===== src/rtl/cdf_compute.sv =====
`default_nettype none
// ============================================================================
// Module   : cdf_compute
// Purpose  : Cumulative-distribution stage of the histogram equalizer.
//            On start_cdf it streams NUM_BINS histogram counts out of scratch
//            memory, forms the saturating running prefix sum, writes each CDF
//            value back to scratch memory and captures cdf_min (first nonzero
//            CDF value) for the divider stage.
// Revision : 1.0 - initial release
// ----------------------------------------------------------------------------
// Ports
//   clock                       in   1       rising-edge clock
//   reset                       in   1       asynchronous active-high reset
//   start_cdf                   in   1       start pulse (accepted in IDLE only)
//   cdf_scratch_mem_read_addr0  out  ADDR_W  read address, port 0
//   cdf_scratch_mem_read_addr1  out  ADDR_W  read address, port 1 (tied 0)
//   cdf_scratch_mem_rdata0      in   CNT_W   read data, 1 cycle after address
//   cdf_scratch_mem_rdata1      in   CNT_W   unused
//   cdf_scratch_mem_waddr       out  ADDR_W  write address
//   cdf_scratch_mem_wdata       out  CNT_W   write data (CDF value)
//   cdf_scratch_mem_WE          out  1       write enable
//   cdf_busy                    out  1       run in progress
//   cdf_computation_done        out  1       1-cycle completion pulse
//   cdf_min                     out  CNT_W   first nonzero CDF value
//   cdf_overflow                out  1       sticky prefix-sum saturation flag
//   expected_total              in   CNT_W   pixel count for the total check
//   cdf_total_error             out  1       final CDF != expected_total
// Build option
//   CDF_TOTAL_CHECK_EN : when defined, the final CDF value is compared against
//                        expected_total in the DONE cycle; otherwise
//                        cdf_total_error is tied 0 and no comparator exists.
// ============================================================================
module cdf_compute #(
    parameter int NUM_BINS  = 256,
    parameter int CNT_W     = 32,
    parameter int ADDR_W    = 16,
    parameter int HIST_BASE = 0,
    parameter int CDF_BASE  = 256
) (
    input  logic              clock,
    input  logic              reset,
    input  logic              start_cdf,
    output logic [ADDR_W-1:0] cdf_scratch_mem_read_addr0,
    output logic [ADDR_W-1:0] cdf_scratch_mem_read_addr1,
    input  logic [CNT_W-1:0]  cdf_scratch_mem_rdata0,
    input  logic [CNT_W-1:0]  cdf_scratch_mem_rdata1,
    output logic [ADDR_W-1:0] cdf_scratch_mem_waddr,
    output logic [CNT_W-1:0]  cdf_scratch_mem_wdata,
    output logic              cdf_scratch_mem_WE,
    output logic              cdf_busy,
    output logic              cdf_computation_done,
    output logic [CNT_W-1:0]  cdf_min,
    output logic              cdf_overflow,
    input  logic [CNT_W-1:0]  expected_total,
    output logic              cdf_total_error
);

    localparam int                 c_IDX_W     = (NUM_BINS > 1) ? $clog2(NUM_BINS) : 1;
    localparam logic [c_IDX_W-1:0] c_LAST_IDX  = c_IDX_W'(NUM_BINS - 1);
    localparam logic [ADDR_W-1:0]  c_HIST_BASE = ADDR_W'(HIST_BASE);
    localparam logic [ADDR_W-1:0]  c_CDF_BASE  = ADDR_W'(CDF_BASE);

    localparam logic [1:0] c_IDLE  = 2'd0;
    localparam logic [1:0] c_READ  = 2'd1;
    localparam logic [1:0] c_DRAIN = 2'd2;
    localparam logic [1:0] c_DONE  = 2'd3;

    logic [1:0]         r_state;
    logic [1:0]         w_state_next;
    logic               w_start;

    logic [c_IDX_W-1:0] r_idx;        // bin whose read is being issued
    logic [ADDR_W-1:0]  r_raddr;
    logic               r_rd_vld;     // rdata0 carries a bin this cycle
    logic [c_IDX_W-1:0] r_rd_idx;     // bin index matching rdata0
    logic               r_drain;      // second DRAIN cycle marker

    logic [CNT_W-1:0]   r_acc;
    logic [CNT_W-1:0]   r_min;
    logic               r_min_found;
    logic               r_ovf;

    logic               r_we;
    logic [ADDR_W-1:0]  r_waddr;
    logic [CNT_W-1:0]   r_wdata;

    logic [CNT_W:0]     w_sum;
    logic [CNT_W-1:0]   w_acc_next;

    assign w_start = (r_state == c_IDLE) && start_cdf;

    // One extra bit catches the carry; once saturated the sum stays pinned
    // at all-ones for the rest of the run.
    assign w_sum      = {1'b0, r_acc} + {1'b0, cdf_scratch_mem_rdata0};
    assign w_acc_next = (w_sum[CNT_W] || r_ovf) ? {CNT_W{1'b1}} : w_sum[CNT_W-1:0];

    // ------------------------------------------------------------------------
    // State machine
    // ------------------------------------------------------------------------
    always_ff @(posedge clock or posedge reset) begin
        if (reset) begin
            r_state <= c_IDLE;
        end else begin
            r_state <= w_state_next;
        end
    end

    always_comb begin
        w_state_next = r_state;
        case (r_state)
            c_IDLE:  if (start_cdf)            w_state_next = c_READ;
            c_READ:  if (r_idx == c_LAST_IDX)  w_state_next = c_DRAIN;
            c_DRAIN: if (r_drain)              w_state_next = c_DONE;
            c_DONE:                            w_state_next = c_IDLE;
            default:                           w_state_next = c_IDLE;
        endcase
    end

    // ------------------------------------------------------------------------
    // Read issue, accumulate and write-back pipeline
    //   cycle 1+i : read address of bin i
    //   cycle 2+i : rdata0 valid, accumulator updated at end of cycle
    //   cycle 3+i : registered write of CDF[i]
    // ------------------------------------------------------------------------
    always_ff @(posedge clock or posedge reset) begin
        if (reset) begin
            r_idx       <= '0;
            r_raddr     <= '0;
            r_rd_vld    <= 1'b0;
            r_rd_idx    <= '0;
            r_drain     <= 1'b0;
            r_acc       <= '0;
            r_min       <= '0;
            r_min_found <= 1'b0;
            r_ovf       <= 1'b0;
            r_we        <= 1'b0;
            r_waddr     <= '0;
            r_wdata     <= '0;
        end else begin
            r_rd_vld <= (r_state == c_READ);
            r_rd_idx <= r_idx;
            r_we     <= 1'b0;
            r_drain  <= (r_state == c_DRAIN) ? ~r_drain : 1'b0;

            if (w_start) begin
                r_idx       <= '0;
                r_raddr     <= c_HIST_BASE;
                r_acc       <= '0;
                r_min       <= '0;
                r_min_found <= 1'b0;
                r_ovf       <= 1'b0;
            end

            // The address register is only advanced inside READ, so it holds
            // the last issued address once the run leaves READ.
            if ((r_state == c_READ) && (r_idx != c_LAST_IDX)) begin
                r_idx   <= r_idx + c_IDX_W'(1);
                r_raddr <= c_HIST_BASE + ADDR_W'(r_idx) + ADDR_W'(1);
            end

            if (r_rd_vld) begin
                r_acc   <= w_acc_next;
                r_we    <= 1'b1;
                r_waddr <= c_CDF_BASE + ADDR_W'(r_rd_idx);
                r_wdata <= w_acc_next;
                if (w_sum[CNT_W]) begin
                    r_ovf <= 1'b1;
                end
                if (!r_min_found && (w_acc_next != '0)) begin
                    r_min       <= w_acc_next;
                    r_min_found <= 1'b1;
                end
            end
        end
    end

    // ------------------------------------------------------------------------
    // Optional final-total check
    // ------------------------------------------------------------------------
    logic w_unused;

`ifdef CDF_TOTAL_CHECK_EN
    logic r_total_err;

    always_ff @(posedge clock or posedge reset) begin
        if (reset) begin
            r_total_err <= 1'b0;
        end else if (w_start) begin
            r_total_err <= 1'b0;
        end else if (r_state == c_DONE) begin
            r_total_err <= (r_acc != expected_total);
        end
    end

    assign cdf_total_error = r_total_err;
    assign w_unused        = ^cdf_scratch_mem_rdata1;
`else
    assign cdf_total_error = 1'b0;
    assign w_unused        = ^{cdf_scratch_mem_rdata1, expected_total};
`endif

    // ------------------------------------------------------------------------
    // Outputs
    // ------------------------------------------------------------------------
    assign cdf_scratch_mem_read_addr0 = r_raddr;
    assign cdf_scratch_mem_read_addr1 = '0;
    assign cdf_scratch_mem_waddr      = r_waddr;
    assign cdf_scratch_mem_wdata      = r_wdata;
    assign cdf_scratch_mem_WE         = r_we;
    assign cdf_busy                   = (r_state != c_IDLE);
    assign cdf_computation_done       = (r_state == c_DONE);
    assign cdf_min                    = r_min;
    assign cdf_overflow               = r_ovf;

endmodule
`default_nettype wire


===== config.mk =====
export PLATFORM = sky130hd
export DESIGN_NAME = cdf_compute
export DESIGN_NICKNAME = d
export VERILOG_FILES = /design/src/rtl/cdf_compute.sv
export SDC_FILE = /design/constraint.sdc
export NUM_CORES = 1
export LEC_CHECK = 0
export CORE_ASPECT_RATIO = 1.2
export CORE_UTILIZATION = 54
export DETAILED_ROUTE_END_ITERATION = 6
export PLACE_DENSITY = 0.87
export RECOVER_POWER = 25
export SYNTH_ARGS = -nofsm -noshare
export SYNTH_HDL_FRONTEND = slang
export SYNTH_SLANG_ARGS = --single-unit

===== constraint.sdc =====
create_clock -name clock -period 10.79 [get_ports clock]
set_clock_uncertainty 0.15 [all_clocks]
set_input_delay 2.158 -clock clock [delete_from_list [all_inputs] [get_ports clock]]
set_output_delay 2.158 -clock clock [all_outputs]
set_load 0.005 [all_outputs]

==> Yosys cells after proc, flatten, opt, wreduce, memory -nomap -nowiden <==
Cells that the tools add are included.
{ "word_totals": {"input_bits": 99, "latch_bits": 0, "memories": 0, "elab_cells": 59, "mem_bits_rw": 0, "romBits": 0, "ff_bits": 151, "output_inout_bits": 117} }
{ "classes": {"n_lt_le_gt_ge": 0, "div": 0, "mul": 0, "n_shift": 0, "bitwise": 1, "add_sub_neg": 4, "mux": 22, "reduce_logical": 11, "eq_ne": 8} }
{ "op_table": {"columns": ["op", "n"], "rows": [
  ["2-to-1 mux 32 bit", 6],
  ["adder 32 x 32 -> 33 bit", 1],
  ["2-to-1 mux 16 bit", 2],
  ["nonzero test 32 bit", 1],
  ["2-to-1 mux 8 bit", 2],
  ["adder 9 x 8 -> 10 bit (first input constant)", 1],
  ["adder 8 x 1 -> 9 bit (second input constant)", 1],
  ["adder 8 x 1 -> 8 bit (second input constant)", 1],
  ["== test 8 bit (second input constant)", 1],
  ["2-to-1 mux 1 bit", 8],
  ["inequality test 8 bit (second input constant)", 1],
  ["case mux 2 bit (4 select lines)", 1],
  ["2-to-1 mux 2 bit", 3],
  ["inequality test 2 bit (second input constant)", 3],
  ["nonzero test 2 bit", 3],
  ["== test 2 bit (second input constant)", 2],
  ["logical AND 1 bit", 3],
  ["AND reduction 3 bit", 1],
  ["== test 2 x 1 -> 1 bit (second input constant)", 1],
  ["zero test 2 bit", 1],
  ["zero test 1 bit", 1],
  ["logical OR 1 bit", 1],
  ["NOT 1 bit", 1]
]} }

==> Logic depth before layout (Yosys ltp) <==
Gate-level depths: netlist of run 1.
{ "depth": {"word_depth": 7, "mapped_depth": 13, "depth_no_buf": 11} }

==> Least setup slack after synthesis of run 1 <==
Ideal clock, no wire load.
{ "synth_path": {"path_type": "input to register", "start": "input cdf_scratch_mem_rdata0[0]", "end": "register r_min[26], in the netlist cdf_min[26]", "setup_slack_ns": 5.488, "cell_stages": 12, "n_path_buf": 2, "required_ns": 10.554, "t_arrival_ns": 5.066, "path_cell_list": "ha_1 > fa_1 > a211oi_2 > o21ai_2 > and3_1 > or3_4 > a2111oi_4 > o22ai_2 > buf_6 > buf_6 > or4_1 > o221ai_2"} }
{ "synth_via": {"elab_chain_len": 7} }
{ "synth_rtl": {"columns": ["item", "line", "text"], "rows": [
  ["start: declaration", "45", "input logic [CNT_W-1:0] cdf_scratch_mem_rdata0,"],
  ["adder 32 x 32 -> 33 bit (*)", "94", "assign w_sum = {1'b0, r_acc} + {1'b0, cdf_scratch_mem_rdata0};"],
  ["logical OR 1 bit", "95", "assign w_acc_next = (w_sum[CNT_W] || r_ovf) ? {CNT_W{1'b1}} : w_sum[CNT_W-1:0];"],
  ["2-to-1 mux 32 bit (*)", "95", null],
  ["nonzero test 32 bit", "169", "if (!r_min_found && (w_acc_next != '0)) begin"],
  ["logical AND 1 bit", "169", null],
  ["2-to-1 mux 32 bit (*)", "169", null],
  ["2-to-1 mux 32 bit (*)", "161", "if (r_rd_vld) begin"],
  ["end signal: assignment", "170", "r_min <= w_acc_next;"],
  ["end: declaration", "79", "logic [CNT_W-1:0] r_min;"]
]} }
Mark *: on every way between the ends. The rest lies on a longest branch, timed or not.
A chain may end at the register's enable or synchronous reset.

==> Worst setup path in the final report of run 1 <==
{ "layout_path": {"start": "input cdf_scratch_mem_rdata0[0]", "end": "register r_min[4], in the netlist cdf_min[4]"} }
Same word-level chain as after synthesis.

==> impl_results.md, run 1 <==
- # hold bufs at CTS: 0
- Non-Filler Cell Area, Final: 9980 um^2
- Hold path cells: 1
- Yosys cell types: 76
- Ys Warns: 0
- Slew @ Worst Pin: 4.19 ns
- Worst EP arrival: 6.29 ns
- Die height: 138 um
- Worst hold start: r_drain
- Starting Density: 55.3%
- Vias in the first global route: 6828
- Clock Tree Buf Depth: 2
- Total track usage: 29.0%
- Routed wire length: 22400 um
- Die ar.: 15900 um^2
- Final setup vio count: 0
- Post-synthesis compound-gate area fraction: 24.8%
- GR Overflow Total: 0
- Setup TNS: 0 ns
- Detail Placement HPWL: 15800 um
- Worst skew pair latency: 0.43 ns
- Vias/cell: 6.02
- Max-slew violations: 168
- Synthesized area: 8310 um^2
- Post-Synth Simple-Gate Area: 18.3%
- CTS sink cnt: 129
- CTS tree: yes
- IO Port Bufs: 120
- Ys async rst share: 100%
- Gpl congestion: 0.942
- Area share of fa/ha/maj cells after synthesis: 5.96%
- First-pass GRT wire length: 35300 um
- Critical Path Source Type: primary input
- Mapped Avg Cell Area: 8.94 um^2
- Most frequent cells in the layout: nand2_1, dfrtp_1, o21ai_0, clkdlybuf4s50_1, inv_1
- H-tree levels: 4
- # rows: 49
- Syn Inst Count: 930
- Status: finished, violations left
- Crit Path Category: primary input to flip-flop
- WP data required: 10.96 ns
- Worst vdd ir: 0.000116 V
- Nets: 1150
- Via Count: 7404
- Area growth, synth to finish: 20.0%
- Total power: 1.22 mW
- Yosys top cell area share: 38.8%
- Crit share post-route: 56.7%
- Post-CTS sizing: 0
- Antenna cells: 0
- Crit path max fanout: 31
- CTS Buf Count: 17
- Layout cells sized above 1: 9.66%
- CTS clk-pin slew, worst paths: 0.07 ns
- Most common cell after layout, fill and taps aside: nand2_1
- Sequential area share after synthesis: 38.8%
- Hold Path End: r_drain
- I/O pins: 216
- Placed insts: 1197
- Hold Vio Cnt, Final: 0
- Post-synth top flop: dfrtp_1
- FF-to-FF End: cdf_min[27]
- Leakage power: 4.36 nW
- Antenna-violating nets left: 0
- Core Area: 15000 um^2
- Synth Register Bits: 129
- Worst Setup End Kind: flip-flop
- Portion of netlist area occupied by mux cells: 1.60%
- Dominant cells by area after synthesis: dfrtp_1, nand2_1, o21ai_0
- Min cycle time layout: 6.12 ns
- Area leader, netlist: dfrtp_1
- Die Wd: 115 um
- Hold Worst Slack: 0.280 ns
- Post-synth EDFFs: 0
- Initial antenna violation count: 0
- Post-Synth XOR/XNOR Area: 1.90%
- Failing checks: max-capacitance violations, max-slew violations
- Cell count of the worst reg-to-reg path: 4
- Reg2reg setup slack: 5.18 ns
- RSZ-0062 raised after global routing: false
- Root buf cell: clkbuf_16
- Drt first pass iters: 7
- Pwr Density: 122 nW/um^2
- Fmax achieved: 163 MHz
- Hold/Removal Path Class: flip-flop to flip-flop
- FF-to-FF Start: r_rd_vld
- Max_cap viols: 2
- Postcts setup bufs: 0
- DRC: 0
- Rel. slew slack: -180%
- Largest net degree at the start of global routing: 109
- Non-Filler Instances: 1229
- Routed len/inst: 18.2 um
- Drt first-iter violations: 535
- Placed cell area: 9410 um^2
- Main combinational cell family by area after synthesis: compound AO/OA/AOI/OAI gates
worst max-delay path: stages:
cell and delay (ns):
clkdlybuf4s50_1 0.42, ha_1 0.25, fa_1 0.45, a211oi_2 0.32, o211ai_1 0.16, a21oi_1 0.40, o311a_1 0.27, nor2_1 0.06
nor2_1 0.10, buf_4 0.23, nand2_1 0.55, or4_1 0.71, o221ai_1 0.20
cell usage after synthesis (6+ instances only):
library cell / count
buf_4: 34
a21o_1: 14
nor2b_1: 6
buf_2: 13
ha_1: 38
mux2_2: 10
nand3_1: 30
a21oi_1: 40
and2_1: 6
xnor2_1: 7
buf_6: 7
o211ai_2: 12
or4_1: 29
a211oi_1: 7
nor2_1: 19
o21ai_0: 111
and3_1: 16
nand4_1: 9
inv_1: 47
o221ai_2: 11
nor3_1: 10
xor2_1: 11
nand2_1: 149
o211ai_1: 13
dfrtp_1: 129
clkbuf_1: 36
area by class of cell:
cell class / count / area, um^2
well taps: 204 / 255
repair buffers: 125 / 1230
clock inverters: 14 / 131
flip-flops and latches: 129 / 3230
inverters: 47 / 178
fillers: 1199 / 5040
multi-input cells: 692 / 4510
clock buffers: 18 / 439
logic make-up (layout without fill, tap and decap cells):
kind of cell	after synthesis	after routing
DFF	129	129
other	1	31
muxes	12	12
xor gates and xnor gates	18	18
AOI/OAI and AO/OA	290	290
and+or+nand+nor	302	302
buffers and inverters	139	204
adders and majority gates	39	39
sequential cells by signal (all words and copies together), names as in the netlist:
name,cells
cdf_min,32
cdf_overflow,1
cdf_scratch_mem_WE,1
cdf_scratch_mem_read_addr0,2
cdf_scratch_mem_waddr,9
cdf_scratch_mem_wdata,32
r_acc,32
r_drain,1
r_idx,7
r_min_found,1
r_rd_idx,8
r_rd_vld,1
r_state,2
through the flow:
step,util (%),worst slack [ns]
after floorplan,-,5.04
after global placement,62.6,4.34
after detailed placement,62.6,4.33
after CTS,66.4,4.73
after global routing,66.4,4.41
final,66.4,4.67
routing by layer:
layer	global-route usage (%)	routed length, um	up-vias
met2	48.0	10900	301
li1	-	-	3483
met1	36.1	9310	3559
met5	0	0	-
met4	15.6	1040	0
met3	5.16	1190	61
worst max-delay path by stage:
stage / from / end / cells past startpoint
floorplan: reset / cdf_min[0] / 1
global placement: cdf_scratch_mem_rdata0[0] / cdf_min[29] / 13
detailed placement: cdf_scratch_mem_rdata0[0] / cdf_min[15] / 13
CTS: cdf_scratch_mem_rdata0[0] / cdf_min[4] / 13
global route: cdf_scratch_mem_rdata0[9] / cdf_min[4] / 11
finish: cdf_scratch_mem_rdata0[0] / cdf_min[4] / 13
where the power goes:
group / internal, mW / switching (mW)
Sequential: 0.490 / 0.00536
Clock: 0.312 / 0.255
Combinational: 0.0627 / 0.0921
Total: 0.865 / 0.352
Note: power is estimated with default switching activity, not from simulation.
==> inputs of run 2 (changes only) <==
CORE_UTILIZATION = 50   (was 54)
PLACE_DENSITY = 0.82   (was 0.87)
clock period = 5.97 ns   (was 10.79 ns; I/O delays follow)
==> impl_results.md, run 2 (synthesized netlist as in run 1, its figures left out) <==
- Placed cell area: 9470 um^2 (was 9410 um^2)
- Die ar.: 17100 um^2 (was 15900 um^2)
- Drt first pass iters: 6 (was 7)
- Clock power frac: 46.1% (was 46.6%)
- Failing checks: max-capacitance violations, max-slew violations (unchanged)
- First-pass GRT wire length: 37100 um (was 35300 um)
- Final setup vio count: 0 (unchanged)
- Status: finished, violations left (unchanged)
- GR Overflow Total: 0 (unchanged)
- Hold Worst Slack: 0.298 ns (was 0.280 ns)
- Die height: 143 um (was 138 um)
- CTS clk-pin slew, worst paths: 0.06 ns (was 0.07 ns)
- Routed wire length: 23000 um (was 22400 um)
- Vias in the first global route: 7089 (was 6828)
- CTS Buf Count: 17 (unchanged)
- Post-CTS sizing: 0 (unchanged)
- Setup TNS: 0 ns (unchanged)
- Die Wd: 120 um (was 115 um)
- RSZ-0062 raised after global routing: false (unchanged)
- IO Port Bufs: 120 (unchanged)
- Detail Placement HPWL: 16500 um (was 15800 um)
- Max-slew violations: 158 (was 168)
- Antenna cells: 0 (unchanged)
- Hold Vio Cnt, Final: 0 (unchanged)
- Layout cells sized above 1: 9.89% (was 9.66%)
- Leakage power: 4.39 nW (was 4.36 nW)
- # hold bufs at CTS: 0 (unchanged)
- Min cycle time layout: 5.06 ns
- Total track usage: 27.8% (was 29.0%)
- Nets: 1156 (was 1150)
- Combinational Power Share: 13.0% (was 12.7%)
- Pwr Density: 218 nW/um^2 (was 122 nW/um^2)
- Clock Tree Buf Depth: 2 (unchanged)
- Reg2reg setup slack: 0.91 ns (was 5.18 ns)
- Hold/Removal Path Class: flip-flop to flip-flop (unchanged)
- Starting Density: 51.1% (was 55.3%)
- WP data required: 6.11 ns (was 10.96 ns)
- Total power: 2.19 mW (was 1.22 mW)
- Seq pwr share: 41.0% (was 40.7%)
- Critical Path Source Type: flip-flop (was primary input)
- Crit share post-route: 84.7%
- CTS sink cnt: 129 (unchanged)
- Crit Path Category: flip-flop to flip-flop (was primary input to flip-flop)
- Largest net degree at the start of global routing: 69 (was 109)
- CTS tree: yes (unchanged)
- Postcts setup bufs: 0 (unchanged)
- H-tree levels: 4 (unchanged)
- DRC: 0 (unchanged)
- Most common cell after layout, fill and taps aside: nand2_1 (unchanged)
- Non-Filler Cell Area, Final: 10000 um^2 (was 9980 um^2)
- Fmax achieved: 198 MHz
- Initial antenna violation count: 0 (unchanged)
- Gpl congestion: 0.924 (was 0.942)
- Via Count: 7389 (was 7404)
- Worst Setup End Kind: flip-flop (unchanged)
- Root buf cell: clkbuf_16 (unchanged)
- Switch share: 27.8% (was 28.9%)
- Most frequent cells in the layout: nand2_1, dfrtp_1, clkdlybuf4s50_1 (was nand2_1, dfrtp_1, o21ai_0, clkdlybuf4s50_1, inv_1)
- Area growth, synth to finish: 20.5% (was 20.0%)
- Core Area: 16300 um^2 (was 15000 um^2)
- Drt first-iter violations: 604 (was 535)
- Worst EP arrival: 5.20 ns (was 6.29 ns)
- Worst skew pair latency: 0.43 ns (about the same)
- Crit path max fanout: 68 (was 31)
- Routed len/inst: 18.5 um (was 18.2 um)
- Slew @ Worst Pin: 2.59 ns (was 4.19 ns)
- Worst vdd ir: 0.000182 V (was 0.000116 V)
- Post-layout util: 61.5% (was 66.4%)
- Sw power: 0.607 mW (was 0.352 mW)
- Rel. slew slack: -73.0% (was -180%)
- Max_cap viols: 3 (was 2)
- Vias/cell: 5.94 (was 6.02)
- I/O pins: 216 (unchanged)
- Antenna-violating nets left: 0 (unchanged)
- # rows: 51 (was 49)
- Int Pwr: 1.58 mW (was 0.865 mW)
## run 2: path summary, 6_finish.rpt
| kind | start | to | cells past startpoint |
|---|---|---|---|
| max in group asynchronous | reset | cdf_min[9] | 3 |
| min in group asynchronous | reset | cdf_scratch_mem_wdata[11] | 2 |
| worst min-delay path | r_drain | r_drain | 1 |
| worst min register to register | r_drain | r_drain | 1 |
| worst max-delay path | r_rd_vld | cdf_min[5] | 4 |
| worst max register to register | r_rd_vld | cdf_min[5] | 4 |
## run 2: cell type report
cell class	count	area, um^2
multi-input combinational	692	4510
timing repair buffer	131	1280
inverter	47	178
sequential	129	3230
tap	212	265
clock buffer	18	429
clock inverter	14	129
fill	1395	6260
## run 2: power groups by stage
stage               clock network [mW]  registers, mW  logic, mW
finish                            1.01          0.896      0.283
global route                      1.05          0.897      0.313
CTS                               1.01          0.895      0.282
detailed placement                   0          0.911      0.280
global placement                     0          0.911      0.278
floorplan                            0          0.910      0.199
## run 2: metrics by stage
| step | setup WS, ns | instances |
|---|---|---|
| 2_1_floorplan | 1.19 | 960 |
| 3_3_place_gp | 0.658 | 1211 |
| 3_5_place_dp | 0.680 | 1211 |
| 4_1_cts | 1.13 | 1243 |
| 5_1_grt | 0.496 | 1243 |
| 6_report | 0.911 | 1243 |
## run 2: metal layers
layer  vias to the layer above  share of wire, %  global-route usage, %
met2                       263                49                   46.9
li1                       3496                 -                      -
met1                      3577                42                   34.2
met5                         -                 0                      0
met4                         0               3.4                   12.4
met3                        53               5.2                   5.67
## run 2: worst max-delay path, stage by stage (launching register included)
cell and delay, ns:
dfrtp_1 1.26, clkbuf_1 1.90, nand2b_1 1.07, nand3_1 0.37, o211ai_2 0.13
==> inputs of run 3 (changes only) <==
CORE_UTILIZATION = 45   (was 50)
PLACE_DENSITY = 0.78   (was 0.82)
clock period = 4.3 ns   (was 5.97 ns; I/O delays follow)
==> impl_results.md, run 3 (synthesized netlist as in run 1, its figures left out) <==
- Status: finished, violations left (unchanged)
- Failing checks: max-capacitance violations, max-slew violations (unchanged)
- Clock Tree Buf Depth: 2 (unchanged)
- Via Count: 7693 (was 7389)
- Largest net degree at the start of global routing: 108 (was 69)
- Die height: 151 um (was 143 um)
- Max-slew violations: 175 (was 158)
- CTS tree: yes (unchanged)
- CTS clk-pin slew, worst paths: 0.07 ns (was 0.06 ns)
- Nets: 1249 (was 1156)
- Vias/cell: 5.71 (was 5.94)
- DRC: 0 (unchanged)
- Max_cap viols: 2 (was 3)
- Initial antenna violation count: 0 (unchanged)
- CP max-delay cell: or4_1 (was clkbuf_1)
- Setup TNS: 0 ns (unchanged)
- CTS Buf Count: 17 (unchanged)
- Clock power frac: 47.7% (was 46.1%)
- Drt first pass iters: 7 (was 6)
- Worst Setup End Kind: flip-flop (unchanged)
- RSZ-0062 raised after global routing: false (unchanged)
- Fmax achieved: 238 MHz
- Setup WS pre-CTS: -0.379 ns (was 0.680 ns)
- Worst EP arrival: 4.40 ns (was 5.20 ns)
- Total power: 3.29 mW (was 2.19 mW)
- Min cycle time layout: 4.20 ns
- Drt first-iter violations: 497 (was 604)
- Hold path cells: 1 (unchanged)
- Combinational Power Share: 14.5% (was 13.0%)
- Total track usage: 26.7% (was 27.8%)
- Die Wd: 126 um (was 120 um)
- Routed wire length: 24500 um (was 23000 um)
- Gpl congestion: 0.922 (was 0.924)
- CTS sink cnt: 129 (unchanged)
- Root buf cell: clkbuf_16 (unchanged)
- Crit path largest cell delay: 0.55 ns (was 1.90 ns)
- Worst hold start: r_drain (unchanged)
- # rows: 54 (was 51)
- GR Overflow Total: 0 (unchanged)
- Most frequent cells in the layout: nand2_1, dfrtp_1, clkdlybuf4s50_1 (unchanged)
- Layout cells sized above 1: 18.2% (was 9.89%)
- Switch share: 28.6% (was 27.8%)
- H-tree levels: 4 (unchanged)
- IO Port Bufs: 120 (unchanged)
- Die ar.: 19000 um^2 (was 17100 um^2)
- First-pass GRT wire length: 39500 um (was 37100 um)
- Final WS setup: 0.100 ns (was 0.911 ns)
- Pwr Density: 303 nW/um^2 (was 218 nW/um^2)
- Routed len/inst: 18.2 um (was 18.5 um)
- Most common cell after layout, fill and taps aside: nand2_1 (unchanged)
- Filler cells: 1545 (was 1395)
- # hold bufs at CTS: 0 (unchanged)
- Starting Density: 45.9% (was 51.1%)
- FF-to-FF End: cdf_min[3] (was cdf_min[5])
- Detail Placement HPWL: 18000 um (was 16500 um)
- Crit path max fanout: 14 (was 68)
- Area growth, synth to finish: 30.8% (was 20.5%)
- Antenna cells: 0 (unchanged)
- Hold/Removal Path Class: flip-flop to flip-flop (unchanged)
- Hold Vio Cnt, Final: 0 (unchanged)
- Crit Path Category: primary input to flip-flop (was flip-flop to flip-flop)
- Int Pwr: 2.35 mW (was 1.58 mW)
- Sw power: 0.942 mW (was 0.607 mW)
- Reg2reg setup slack: 0.58 ns (was 0.91 ns)
- FF-to-FF Start: r_acc[0] (was r_rd_vld)
- Multi-input logic area: 4530 um^2 (was 4510 um^2)
- Post-layout util: 60.0% (was 61.5%)
- Antenna-violating nets left: 0 (unchanged)
- Slew @ Worst Pin: 1.96 ns (was 2.59 ns)
- Hold Path End: r_drain (unchanged)
- CP cell instances: clkdlybuf4s50_1 > ha_1 > fa_2 > a211oi_2 > o21ai_2 > and3_4 > or3_4 > a2111oi_4 > o22ai_2 > buf_6 > or4_1 > o221ai_2 (was clkbuf_1 > nand2b_1 > nand3_1 > o211ai_2)
- Worst skew pair latency: 0.44 ns (was 0.43 ns)
- Critical Path Source Type: primary input (was flip-flop)
- Cell count of the worst reg-to-reg path: 11 (was 4)
- Seq pwr share: 37.8% (was 41.0%)
- WP data required: 4.50 ns (was 6.11 ns)
- Core Area: 18100 um^2 (was 16300 um^2)
- Leakage power: 4.90 nW (was 4.39 nW)
- Register area: 3230 um^2 (about the same)
- Rel. slew slack: -30.6% (was -73.0%)
- Crit share post-route: 97.7%
- I/O pins: 216 (unchanged)
- Worst vdd ir: 0.000288 V (was 0.000182 V)
- Vias in the first global route: 7619 (was 7089)
- Final setup vio count: 0 (unchanged)
==> run 3: cell count changes in the layout (fill, tap and decap cells not counted), sizes merged <==
cell / before / now
buf: 9 / 101
bufinv: 1 / 2
clkinv: 4 / 5
clkinvlp: 4 / 1
inv: 52 / 54
==> run 3: final cells by class <==
type                       instances  area share [%]
multi-input combinational        692            41.7
clock inverter                    15            1.94
sequential                       129            29.7
tap                              224            2.58
inverter                          47            1.63
clock buffer                      17            3.91
timing repair buffer             224            18.6
==> run 3: power groups by stage <==
stage	Combinational [mW]	Sequential (mW)	Clock, mW
floorplan	0.276	1.26	0
global placement	0.465	1.27	0
detailed placement	0.470	1.27	0
CTS	0.474	1.24	1.58
global route	0.525	1.24	1.63
finish	0.478	1.24	1.57
==> run 3: metal layers <==
metal	vias up	share of wire, %	track usage, %
met3	61	4.4	4.45
li1	3677	-	-
met5	-	0	0
met2	241	50	46.3
met1	3714	41	32.2
met4	0	4.0	13.6
==> run 3: worst max path at each step <==
stage,startpoint,endpoint,slack [ns],cells after the start
floorplan,cdf_scratch_mem_rdata0[0],cdf_min[26],0.30,12
global route,cdf_scratch_mem_rdata0[0],cdf_min[3],0.02,12
global placement,cdf_scratch_mem_rdata0[0],r_min_found,-0.32,12
CTS,cdf_scratch_mem_rdata0[0],cdf_min[21],0.05,14
detailed placement,cdf_scratch_mem_rdata0[0],r_min_found,-0.38,12
finish,cdf_scratch_mem_rdata0[0],cdf_min[3],0.10,12
==> run 3: worst max-delay path, delay by kind of cell <==
| family | cells | cell delay [ns] |
|---|---|---|
| adders and majority gates | 2 | 0.61 |
| buffers and inverters | 2 | 0.61 |
| AOI/OAI and AO/OA | 5 | 1.23 |
| and+or+nand+nor | 3 | 1.09 |
==> run 3: timing repair <==
item,CTS,global route
resized for setup,0,10
endpoints found under the setup margin,0,32
setup buffers,0,1
==> run 3: metrics by stage <==
step	area, um^2	instances	hold slack [ns]
finish	10900	1348	0.290
global route	10900	1348	0.291
CTS	10900	1347	0.286
detailed placement	10200	1315	0.273
global placement	10200	1315	0.261
floorplan	8430	960	0.202
